## src/rtl/vga_timing_if.sv

```systemverilog
// Raster timing bundle from vga_timing to the pixel colour stage.
// The producer drives every signal; consumers sample on pix_tick or every clk.
interface vga_timing_if;
    logic [9:0] hcount;
    logic [9:0] vcount;
    logic       bright;
    logic       hsync;
    logic       vsync;
    logic       pix_tick;
    logic       frame_start;

    modport master (
        output hcount, vcount, bright, hsync, vsync, pix_tick, frame_start
    );

    modport slave (
        input hcount, vcount, bright, hsync, vsync, pix_tick, frame_start
    );
endinterface

```

## src/rtl/vga_timing.sv

```systemverilog
// 640x480@60 raster timing generator: pixel-rate prescaler, h/v counters and
// registered decodes that always describe the counter values they accompany.
module vga_timing #(
    parameter int CLK_DIV   = 2,
    parameter int H_VISIBLE = 640,
    parameter int H_FP      = 16,
    parameter int H_SYNC    = 96,
    parameter int H_BP      = 48,
    parameter int V_VISIBLE = 480,
    parameter int V_FP      = 10,
    parameter int V_SYNC    = 2,
    parameter int V_BP      = 33
) (
    input  logic         clk,
    input  logic         rst_n,
    vga_timing_if.master vga
);
    localparam int H_TOTAL  = H_VISIBLE + H_FP + H_SYNC + H_BP;
    localparam int V_TOTAL  = V_VISIBLE + V_FP + V_SYNC + V_BP;
    localparam int DIV_W    = (CLK_DIV > 1) ? $clog2(CLK_DIV) : 1;

    localparam logic [DIV_W-1:0] DIV_LAST = DIV_W'(CLK_DIV - 1);
    localparam logic [9:0] H_LAST   = 10'(H_TOTAL - 1);
    localparam logic [9:0] V_LAST   = 10'(V_TOTAL - 1);
    localparam logic [9:0] H_VIS    = 10'(H_VISIBLE);
    localparam logic [9:0] V_VIS    = 10'(V_VISIBLE);
    localparam logic [9:0] HS_FIRST = 10'(H_VISIBLE + H_FP);
    localparam logic [9:0] HS_LAST  = 10'(H_VISIBLE + H_FP + H_SYNC - 1);
    localparam logic [9:0] VS_FIRST = 10'(V_VISIBLE + V_FP);
    localparam logic [9:0] VS_LAST  = 10'(V_VISIBLE + V_FP + V_SYNC - 1);

    logic [DIV_W-1:0] r_div;
    logic [9:0]       r_hcount;
    logic [9:0]       r_vcount;
    logic             r_bright;
    logic             r_hsync;
    logic             r_vsync;
    logic             r_pix_tick;
    logic             r_frame_start;

    logic             w_adv;
    logic             w_h_wrap;
    logic [9:0]       w_h_next;
    logic [9:0]       w_v_next;
    logic             w_bright_next;
    logic             w_hsync_next;
    logic             w_vsync_next;
    logic             w_frame_start_next;

    assign w_adv = (r_div == DIV_LAST);

    // Decodes are computed from the next counter values so they land together.
    always_comb begin
        w_h_wrap = (r_hcount == H_LAST);
        w_h_next = w_h_wrap ? 10'd0 : (r_hcount + 10'd1);
        w_v_next = r_vcount;
        if (w_h_wrap) begin
            w_v_next = (r_vcount == V_LAST) ? 10'd0 : (r_vcount + 10'd1);
        end
        w_bright_next      = (w_h_next < H_VIS) && (w_v_next < V_VIS);
        w_hsync_next       = !((w_h_next >= HS_FIRST) && (w_h_next <= HS_LAST));
        w_vsync_next       = !((w_v_next >= VS_FIRST) && (w_v_next <= VS_LAST));
        w_frame_start_next = (w_h_next == 10'd0) && (w_v_next == 10'd0);
    end

    // Reset parks the raster on the last blanked pixel so the first advance lands on (0,0).
    always_ff @(posedge clk or negedge rst_n) begin
        if (!rst_n) begin
            r_div         <= '0;
            r_hcount      <= H_LAST;
            r_vcount      <= V_LAST;
            r_bright      <= 1'b0;
            r_hsync       <= 1'b1;
            r_vsync       <= 1'b1;
            r_pix_tick    <= 1'b0;
            r_frame_start <= 1'b0;
        end else if (w_adv) begin
            r_div         <= '0;
            r_hcount      <= w_h_next;
            r_vcount      <= w_v_next;
            r_bright      <= w_bright_next;
            r_hsync       <= w_hsync_next;
            r_vsync       <= w_vsync_next;
            r_pix_tick    <= 1'b1;
            r_frame_start <= w_frame_start_next;
        end else begin
            r_div         <= r_div + DIV_W'(1);
            r_pix_tick    <= 1'b0;
            r_frame_start <= 1'b0;
        end
    end

    assign vga.hcount      = r_hcount;
    assign vga.vcount      = r_vcount;
    assign vga.bright      = r_bright;
    assign vga.hsync       = r_hsync;
    assign vga.vsync       = r_vsync;
    assign vga.pix_tick    = r_pix_tick;
    assign vga.frame_start = r_frame_start;
endmodule

```

## src/flat_wrapper.sv

```systemverilog
// flat-port wrapper written by rule: the top's interface ports become plain ports
module vga_timing_flat 
#(
    parameter int CLK_DIV   = 2,
    parameter int H_VISIBLE = 640,
    parameter int H_FP      = 16,
    parameter int H_SYNC    = 96,
    parameter int H_BP      = 48,
    parameter int V_VISIBLE = 480,
    parameter int V_FP      = 10,
    parameter int V_SYNC    = 2,
    parameter int V_BP      = 33
)
  (clk, rst_n, vga_hcount, vga_vcount, vga_bright, vga_hsync, vga_vsync, vga_pix_tick, vga_frame_start);
  vga_timing_if vga_i ();
  input  logic clk;
  input  logic rst_n;
  output wire logic [$bits(vga_i.hcount)-1:0] vga_hcount;
  output wire logic [$bits(vga_i.vcount)-1:0] vga_vcount;
  output wire logic [$bits(vga_i.bright)-1:0] vga_bright;
  output wire logic [$bits(vga_i.hsync)-1:0] vga_hsync;
  output wire logic [$bits(vga_i.vsync)-1:0] vga_vsync;
  output wire logic [$bits(vga_i.pix_tick)-1:0] vga_pix_tick;
  output wire logic [$bits(vga_i.frame_start)-1:0] vga_frame_start;
  assign vga_hcount = vga_i.hcount;
  assign vga_vcount = vga_i.vcount;
  assign vga_bright = vga_i.bright;
  assign vga_hsync = vga_i.hsync;
  assign vga_vsync = vga_i.vsync;
  assign vga_pix_tick = vga_i.pix_tick;
  assign vga_frame_start = vga_i.frame_start;
  vga_timing #(.CLK_DIV(CLK_DIV), .H_VISIBLE(H_VISIBLE), .H_FP(H_FP), .H_SYNC(H_SYNC), .H_BP(H_BP), .V_VISIBLE(V_VISIBLE), .V_FP(V_FP), .V_SYNC(V_SYNC), .V_BP(V_BP)) u_core (.clk(clk), .rst_n(rst_n), .vga(vga_i));
endmodule
```

## config.mk

```make
export PLATFORM = sky130hd
export DESIGN_NAME = vga_timing_flat
export DESIGN_NICKNAME = d
export VERILOG_FILES = /design/src/rtl/vga_timing_if.sv /design/src/rtl/vga_timing.sv /design/src/flat_wrapper.sv
export SDC_FILE = /design/constraint.sdc
export NUM_CORES = 1
export LEC_CHECK = 0
export ABC_CLOCK_PERIOD_IN_PS = 2680
export CAP_MARGIN = 20
export CORE_UTILIZATION = 45
export CTS_CLUSTER_SIZE = 14
export DETAILED_ROUTE_END_ITERATION = 10
export DONT_BUFFER_PORTS = 1
export GPL_TIMING_DRIVEN = 0
export MAX_ROUTING_LAYER = met4
export REMOVE_ABC_BUFFERS = 1
export SETUP_SLACK_MARGIN = 0.4
export SYNTH_ARGS = -nofsm -noshare
export SYNTH_HDL_FRONTEND = slang
export SYNTH_SLANG_ARGS = --single-unit
```

## constraint.sdc

```tcl
create_clock -name clk -period 2.68 [get_ports clk]
set_clock_uncertainty 0.1 [all_clocks]
set_input_delay 0.268 -clock clk [delete_from_list [all_inputs] [get_ports clk]]
set_output_delay 0.268 -clock clk [all_outputs]
set_load 0.005 [all_outputs]
```

# == Word level (Yosys, flattened, before mapping) ==
# Cells that the tools add are included.
# W data, S select, Z words.
# word_totals
regBits,26
latchBits,0
mem_bits_rw,0
rom_bits,0
input_bits,2
output_inout_bits,25
elab_cells,33
memories,0
# classes
addsub,3
n_mul,0
n_div,0
magnitude_cmp,6
eq_ne,2
shifts,0
muxes,6
n_bitwise,0
n_reduce_logical,8
# ops
op,count
$mux W10,3
$add A10 B1 Y10 const B,2
$eq A10 B10 Y1 const B,2
$logic_not A10 Y1,2
$ge A10 B10 Y1 const B,1
$ge A10 B9 Y1 const B,1
$le A10 B10 Y1 const B,1
$le A10 B9 Y1 const B,1
$lt A10 B10 Y1 const B,1
$lt A10 B9 Y1 const B,1
$logic_and A1 B1 Y1,4
$mux W1,3
$logic_not A1 Y1,2
$add A1 B1 Y1 const B,1

# == Longest topological paths before layout ==
# Gate-level depths: netlist of the first run.
# logic_depth
ltp_word,6
ltp_mapped,9
ltp_nobuf,8

# == Least setup slack after synthesis of the first run ==
# Ideal clock, no wire load.
# synth_path
path_kind,flip-flop to flip-flop
startpoint,"register u_core.r_hcount[1], in the netlist u_core.vga.hcount[1]"
endpoint,"register u_core.r_hsync, in the netlist u_core.vga.hsync"
setup_time_ns,0.083
arrival_time_ns,2.403
required_time_ns,2.497
slack_ns,0.094
stages_incl_launch_ff,8
n_path_buf,0
period_less_slack_ns,2.586
path_cell_list,dfstp_2 ha_1 nand4_4 or4b_1 a21oi_1 or3_2 or3b_1 o32a_1
# synth_via
elab_chain_cells,5
word_cells_on_any_way,7
classes_between,add/sub (1); order compare (2); eq/ne (1); mux (1); reduce/logical (2)
# synth_rtl
item,line,source
"start, declared",vga_timing.sv:33,logic [9:0] r_hcount;
"start signal, assigned",vga_timing.sv:79,r_hcount <= w_h_next;
$add A10 B1 Y10 or $eq A10 B10 Y1 (tied branches),"vga_timing.sv:55, vga_timing.sv:54",
$mux W10 *,vga_timing.sv:55,w_h_next = w_h_wrap ? 10'd0 : (r_hcount + 10'd1);
$ge A10 B10 Y1 or $le A10 B10 Y1 (tied branches),vga_timing.sv:61,w_hsync_next = !((w_h_next >= HS_FIRST) && (w_h_next <= HS_LAST));
$logic_and A1 B1 Y1 *,vga_timing.sv:61,
$logic_not A1 Y1 *,vga_timing.sv:61,
"end signal, assigned",vga_timing.sv:82,r_hsync <= w_hsync_next;
"end, declared",vga_timing.sv:36,logic r_hsync;
# Mark *: on every way between the ends. The rest lies on a longest branch, timed or not.
# A chain may end at the register's enable or synchronous reset.

# == Worst setup path after layout of the first run ==
# layout_path
startpoint,"register u_core.r_hcount[0], in the netlist u_core.vga.hcount[0]"
endpoint,"register u_core.r_hsync, in the netlist u_core.vga.hsync"
# The elaborated chain is that of the path after synthesis.

==> impl_metrics.toml, run 1 <==
[placement]
placedCellCount = 229
dp_hpwl_mm = 2.698
port_buffers = 0
place_congestion = 0.8956

[cells_and_area]
multiInputGateArea_um2 = 1066
regArea_um2 = 669.4
nFillCells = 357
antenna_cells = 0
drive_gt1_frac = 0.2574
area_growth_pct = 15.87
fin_util = 0.5448
stdcell_count = 250
nets = 210

[route]
wire_per_inst_um = 16.80
drt_drc_violations_left = 0
first_pass_iters = 4
postRouteAntennaNets = 0
vias_per_cell = 6.196
routed_wl_mm = 4.201
drtIter0Drc = 120
vias = 1549

[clock_tree]
cts_tree = "built"
clk_pin_slew_ns = 0.09
clkLatencyLatePin_ns = 0.27
clk_path_buf_depth = 2
cts-root-buf = "clkbuf_8"
htreeDepth = 1
cts.sinks = 26
numCtsBuffers = 3

[timing]
tightest_slew_ns = 0.7343
rsz0062_at_grt = "true"
hold_violations = 0
hold_ws_ns = 0.3261
setup_tns_ns = 0
fin_crit_sh = 0.9489
layout_min_cycle_time_ns = 2.543
setup_viol = 0
slew_headroom = 0.5105
drv_slew = 0
fmax_mhz = 393.2

[power]
power.total_mw = 0.6587
leakagePower_nw = 0.7728
ir_drop_v = 0.0002163
p_per_area_nw_per_um2 = 327.8

[logic_synthesis]
synth-seq-cells = 26
async_flop_share = 1.000
synthTopCellsByArea = "dfrtp_1, dfstp_2, nand2_1"
seq_area_frac_synth = 0.3838
yosysTopAreaCell = "dfrtp_1"
postSynthAreaPerCell_um2 = 8.848
yosysTopAreaCellShare = 0.2020
ys_types = 52
synth_area_um2 = 1734
synthTopCellsByCount = "nand2_1, nor2_1, dfrtp_1"
synth-warning-count = 0
ys.flop_type = "dfrtp_1"
synth_edf_count = 0
yosys.cell_count.top_type = "nand2_1"
syn_inst = 196

[outcome]
outcome = "finished clean"

[grt]
antenna_found_initial = 0
overflow = 0
grt_pass1_wl_mm = 6.782
grt_pass1_vias = 1432
grt_use_total = 0.2165
grt_max_degree = 27

[die]
die_x_um = 64.08
die_h_um = 64.08
dieArea_um2 = 4106
core_um2 = 3689
rows = 22
io_pins = 27
start_util = 0.4701

[worst_setup_path]
cp_max_fo = 7
reg2reg_depth = 7
cp.required_ns = 2.78
critical_path_class = "reg2reg"
worstPathArrival_ns = 2.64
worstSetupEndpointType = "flop"
startpoint_type = "flop"

[job]
drv_cap = 0

[min_path]
hp-class = "in2async"
==> flip-flops by register name (all words and copies together) (netlist names) <==
name,cells
u_core.vga.vcount,10
u_core.vga.bright,1
u_core.vga.vsync,1
u_core.vga.frame_start,1
u_core.vga.hsync,1
u_core.r_div,1
u_core.vga.pix_tick,1
u_core.vga.hcount,10
==> metrics by stage <==
| step | cell area [um^2] | setup WS (ns) |
|---|---|---|
| after floorplan | 1663 | 0.09115 |
| after global placement | 1723 | -0.3576 |
| after detailed placement | 1723 | -0.3617 |
| after CTS | 1856 | 0.1725 |
| after global routing | 2009 | 0.04710 |
| final | 2009 | 0.1371 |
==> routing by layer <==
| metal | part of all wire | GRT usage | vias up |
|---|---|---|---|
| met5 | 0 | - | - |
| met4 | 0.0098 | 0.08807 | 0 |
| met3 | 0.054 | 0.04643 | 4 |
| met2 | 0.51 | 0.3590 | 59 |
| met1 | 0.42 | 0.2539 | 760 |
| li1 | - | - | 726 |
==> critical path, stage by stage, from the launching register on <==
cell	delay (ns)
dfstp_2	0.65
ha_4	0.18
nand4_4	0.11
or4b_4	0.54
a21oi_2	0.13
or3_4	0.13
or3b_1	0.34
o32a_1	0.30
==> what timing repair did <==
action / in CTS / in global routing
hold buffers: 2 / 0
pin swaps: 4 / 10
setup buffers: 4 / 11
endpoints found under the hold margin: 26 / 0
setup endpoints to repair: 18 / 15
resized for setup: 5 / 17
==> final cells by class <==
type / instances / share of cell area
Multi-Input combinational cell: 149 / 0.5305
Sequential cell: 26 / 0.3331
Timing Repair Buffer: 17 / 0.06787
Tap cell: 48 / 0.02989
Clock buffer: 4 / 0.02740
Inverter: 6 / 0.01121
==> power breakdown <==
part	internal, mW	leakage, nW	switching (mW)	total [mW]
clock	0.131	0.0288	0.122	0.254
combinational	0.00395	0.437	0.00818	0.0121
sequential	0.393	0.307	0	0.393
total	0.528	0.773	0.130	0.659
==> cells by family after synthesis <==
| family | Yosys count | synth area share |
|---|---|---|
| DFF | 26 | 0.3838 |
| buffers and inverters | 21 | 0.05411 |
| xor gates and xnor gates | 12 | 0.06061 |
| muxes | 3 | 0.01732 |
| AOI/OAI and AO/OA | 43 | 0.1652 |
| adders and majority gates | 5 | 0.03608 |
| and+or+nand+nor | 86 | 0.2828 |
==> path summary, 6_finish.rpt <==
path	startpoint	to	slack (ns)
setup / recovery	u_core.vga.hcount[0]	u_core.vga.hsync	0.14
hold / removal	rst_n	u_core.vga.vcount[4]	0.33
setup reg to reg	u_core.vga.hcount[0]	u_core.vga.hsync	0.14
hold reg to reg	u_core.vga.vsync	u_core.vga.vsync	0.43
max in group asynchronous	rst_n	u_core.vga.hcount[8]	1.92
min in group clk	u_core.vga.vsync	u_core.vga.vsync	0.43
==> cell usage in the layout (no fill, tap or decap), drive strengths merged, types with 3 or more instances in the layout <==
cell type  synthesis  routed
nand2             24      24
o31ai              4       4
or3                4       4
clkbuf             8       5
a31oi              3       3
dfstp             12      12
nor2              15      15
nand3              7       7
ha                 5       5
dfrtp             14      14
o21ai              9       9
nor4               5       5
xor2               4       4
buf                7      15
inv                6       6
mux2i              3       3
xnor2              8       8
nor3               5       5
nand4             10      10
a21oi             11      11
Power figures use the tool's default switching activity.
==> run 2, diff against run 1 <==
CTS_BUF_LIST = sky130_fd_sc_hd__clkbuf_2   (was unset)
==> impl_metrics.toml, run 2 (synthesis results as in run 1) <==
[clock_tree]
cts-root-buf = "clkbuf_2"
cts_tree = "built"
clk_pin_slew_ns = 0.27
htreeDepth = 1
numCtsBuffers = 3
clk_path_buf_depth = 2
cts.sinks = 26
clkLatencyLatePin_ns = 0.36

[worst_setup_path]
critical_path_class = "reg2reg"
cp.required_ns = 2.88
worstPathArrival_ns = 2.77
cp_max_fo = 7
startpoint_type = "flop"
reg2reg_to = "u_core.vga.hsync"
reg2reg_depth = 7
reg2reg_setup_slack_ns = 0.11
worstSetupEndpointType = "flop"
worstReg2RegStart = "u_core.vga.hcount[0]"

[die]
die_h_um = 64.08
die_x_um = 64.08
rows = 22
dieArea_um2 = 4106
start_util = 0.4701
io_pins = 27
core_um2 = 3689

[power]
power.total_mw = 0.5617
p_per_area_nw_per_um2 = 284.5
ir_drop_v = 0.0001747
leakagePower_nw = 0.7489

[grt]
grt_pass1_wl_mm = 6.879
grt_max_degree = 27
grt_use_total = 0.2186
grt_pass1_vias = 1464
antenna_found_initial = 0
overflow = 0

[timing]
layout_min_cycle_time_ns = 2.570
tightest_slew_ns = 0.7679
fin_crit_sh = 0.9588
hold_ws_ns = 0.1935
setup_ws_ns = 0.1104
rsz0062_at_grt = "true"
setup_tns_ns = 0
drv_slew = 0
fmax_mhz = 389.2
hold_violations = 0
slew_headroom = 0.4880
setup_viol = 0

[min_path]
hp-class = "in2async"

[outcome]
outcome = "finished clean"

[cells_and_area]
layout.cells.most_common = "nand2_1"
stdcell_count = 249
nFillCells = 363
layout_common_cells = "nand2_1, nor2_1, dfstp_2"
area_growth_pct = 13.85
multiInputGateArea_um2 = 1084
drive_gt1_frac = 0.2537
regArea_um2 = 669.4
nets = 209
antenna_cells = 0

[placement]
place_congestion = 0.8956
port_buffers = 0
dp_hpwl_mm = 2.698
placedCellCount = 229
dpl_worst_slack_ns = -0.3617

[route]
postRouteAntennaNets = 0
vias_per_cell = 6.181
routed_wl_mm = 4.407
drtIter0Drc = 96
first_pass_iters = 4
drt_drc_violations_left = 0
wire_per_inst_um = 17.70
vias = 1539

[job]
drv_cap = 0
run 2: worst max-delay path by stage:
| stage | start | endpoint | slack [ns] | depth (start not counted) |
|---|---|---|---|---|
| 3_3_place_gp | u_core.vga.hcount[1] | u_core.vga.frame_start | -0.36 | 7 |
| 4_1_cts | u_core.vga.hcount[1] | u_core.vga.hsync | 0.17 | 7 |
| 2_1_floorplan | u_core.vga.hcount[1] | u_core.vga.hsync | 0.09 | 7 |
| 3_5_place_dp | u_core.vga.hcount[1] | u_core.vga.frame_start | -0.36 | 7 |
| 6_report | u_core.vga.hcount[0] | u_core.vga.hsync | 0.11 | 7 |
| 5_1_grt | u_core.vga.hcount[0] | u_core.vga.hsync | -0.01 | 7 |
run 2: routing by layer:
layer / wire, um / part of all wire / track usage / up-vias
li1: - / - / - / 728
met1: 1818 / 0.41 / 0.2520 / 758
met2: 2263 / 0.51 / 0.3644 / 43
met3: 225 / 0.051 / 0.05357 / 10
met4: 99 / 0.022 / 0.08523 / 0
met5: 0 / 0 / - / -
run 2: timing repair:
item                                    4_1_cts  5_1_grt
hold endpoints to repair                     26        0
hold buffers                                  2        0
gates resized for setup                      10       16
setup buffers                                 7        6
pin swaps                                     6        7
endpoints found under the setup margin       19       13
gates cloned                                  0        1
run 2: stage by stage:
step | util | area (um^2)
after global routing | 0.5353 | 1974
final | 0.5353 | 1974
after floorplan | - | 1663
after global placement | 0.4671 | 1723
after detailed placement | 0.4671 | 1723
after CTS | 0.5031 | 1856
run 2: layout make-up:
| cell class | instances | area share |
|---|---|---|
| Sequential cell | 26 | 0.3390 |
| Clock inverter | 1 | 0.001901 |
| Clock buffer | 3 | 0.007605 |
| Inverter | 6 | 0.01141 |
| Multi-Input combinational cell | 150 | 0.5488 |
| Timing Repair Buffer | 15 | 0.06084 |
| Tap cell | 48 | 0.03042 |
run 2: power breakdown:
group	switching (mW)	internal, mW	total, mW
Clock	0.122	0.0324	0.155
Sequential	0	0.394	0.394
Combinational	0.00848	0.00396	0.0124
Total	0.131	0.431	0.562
run 2: critical path: stages, from the launching register on:
cell     delay, ns
dfstp_2       0.70
ha_4          0.18
nand4_4       0.10
or4b_4        0.49
a21oi_2       0.13
or3_4         0.14
or3b_1        0.36
o32a_1        0.32
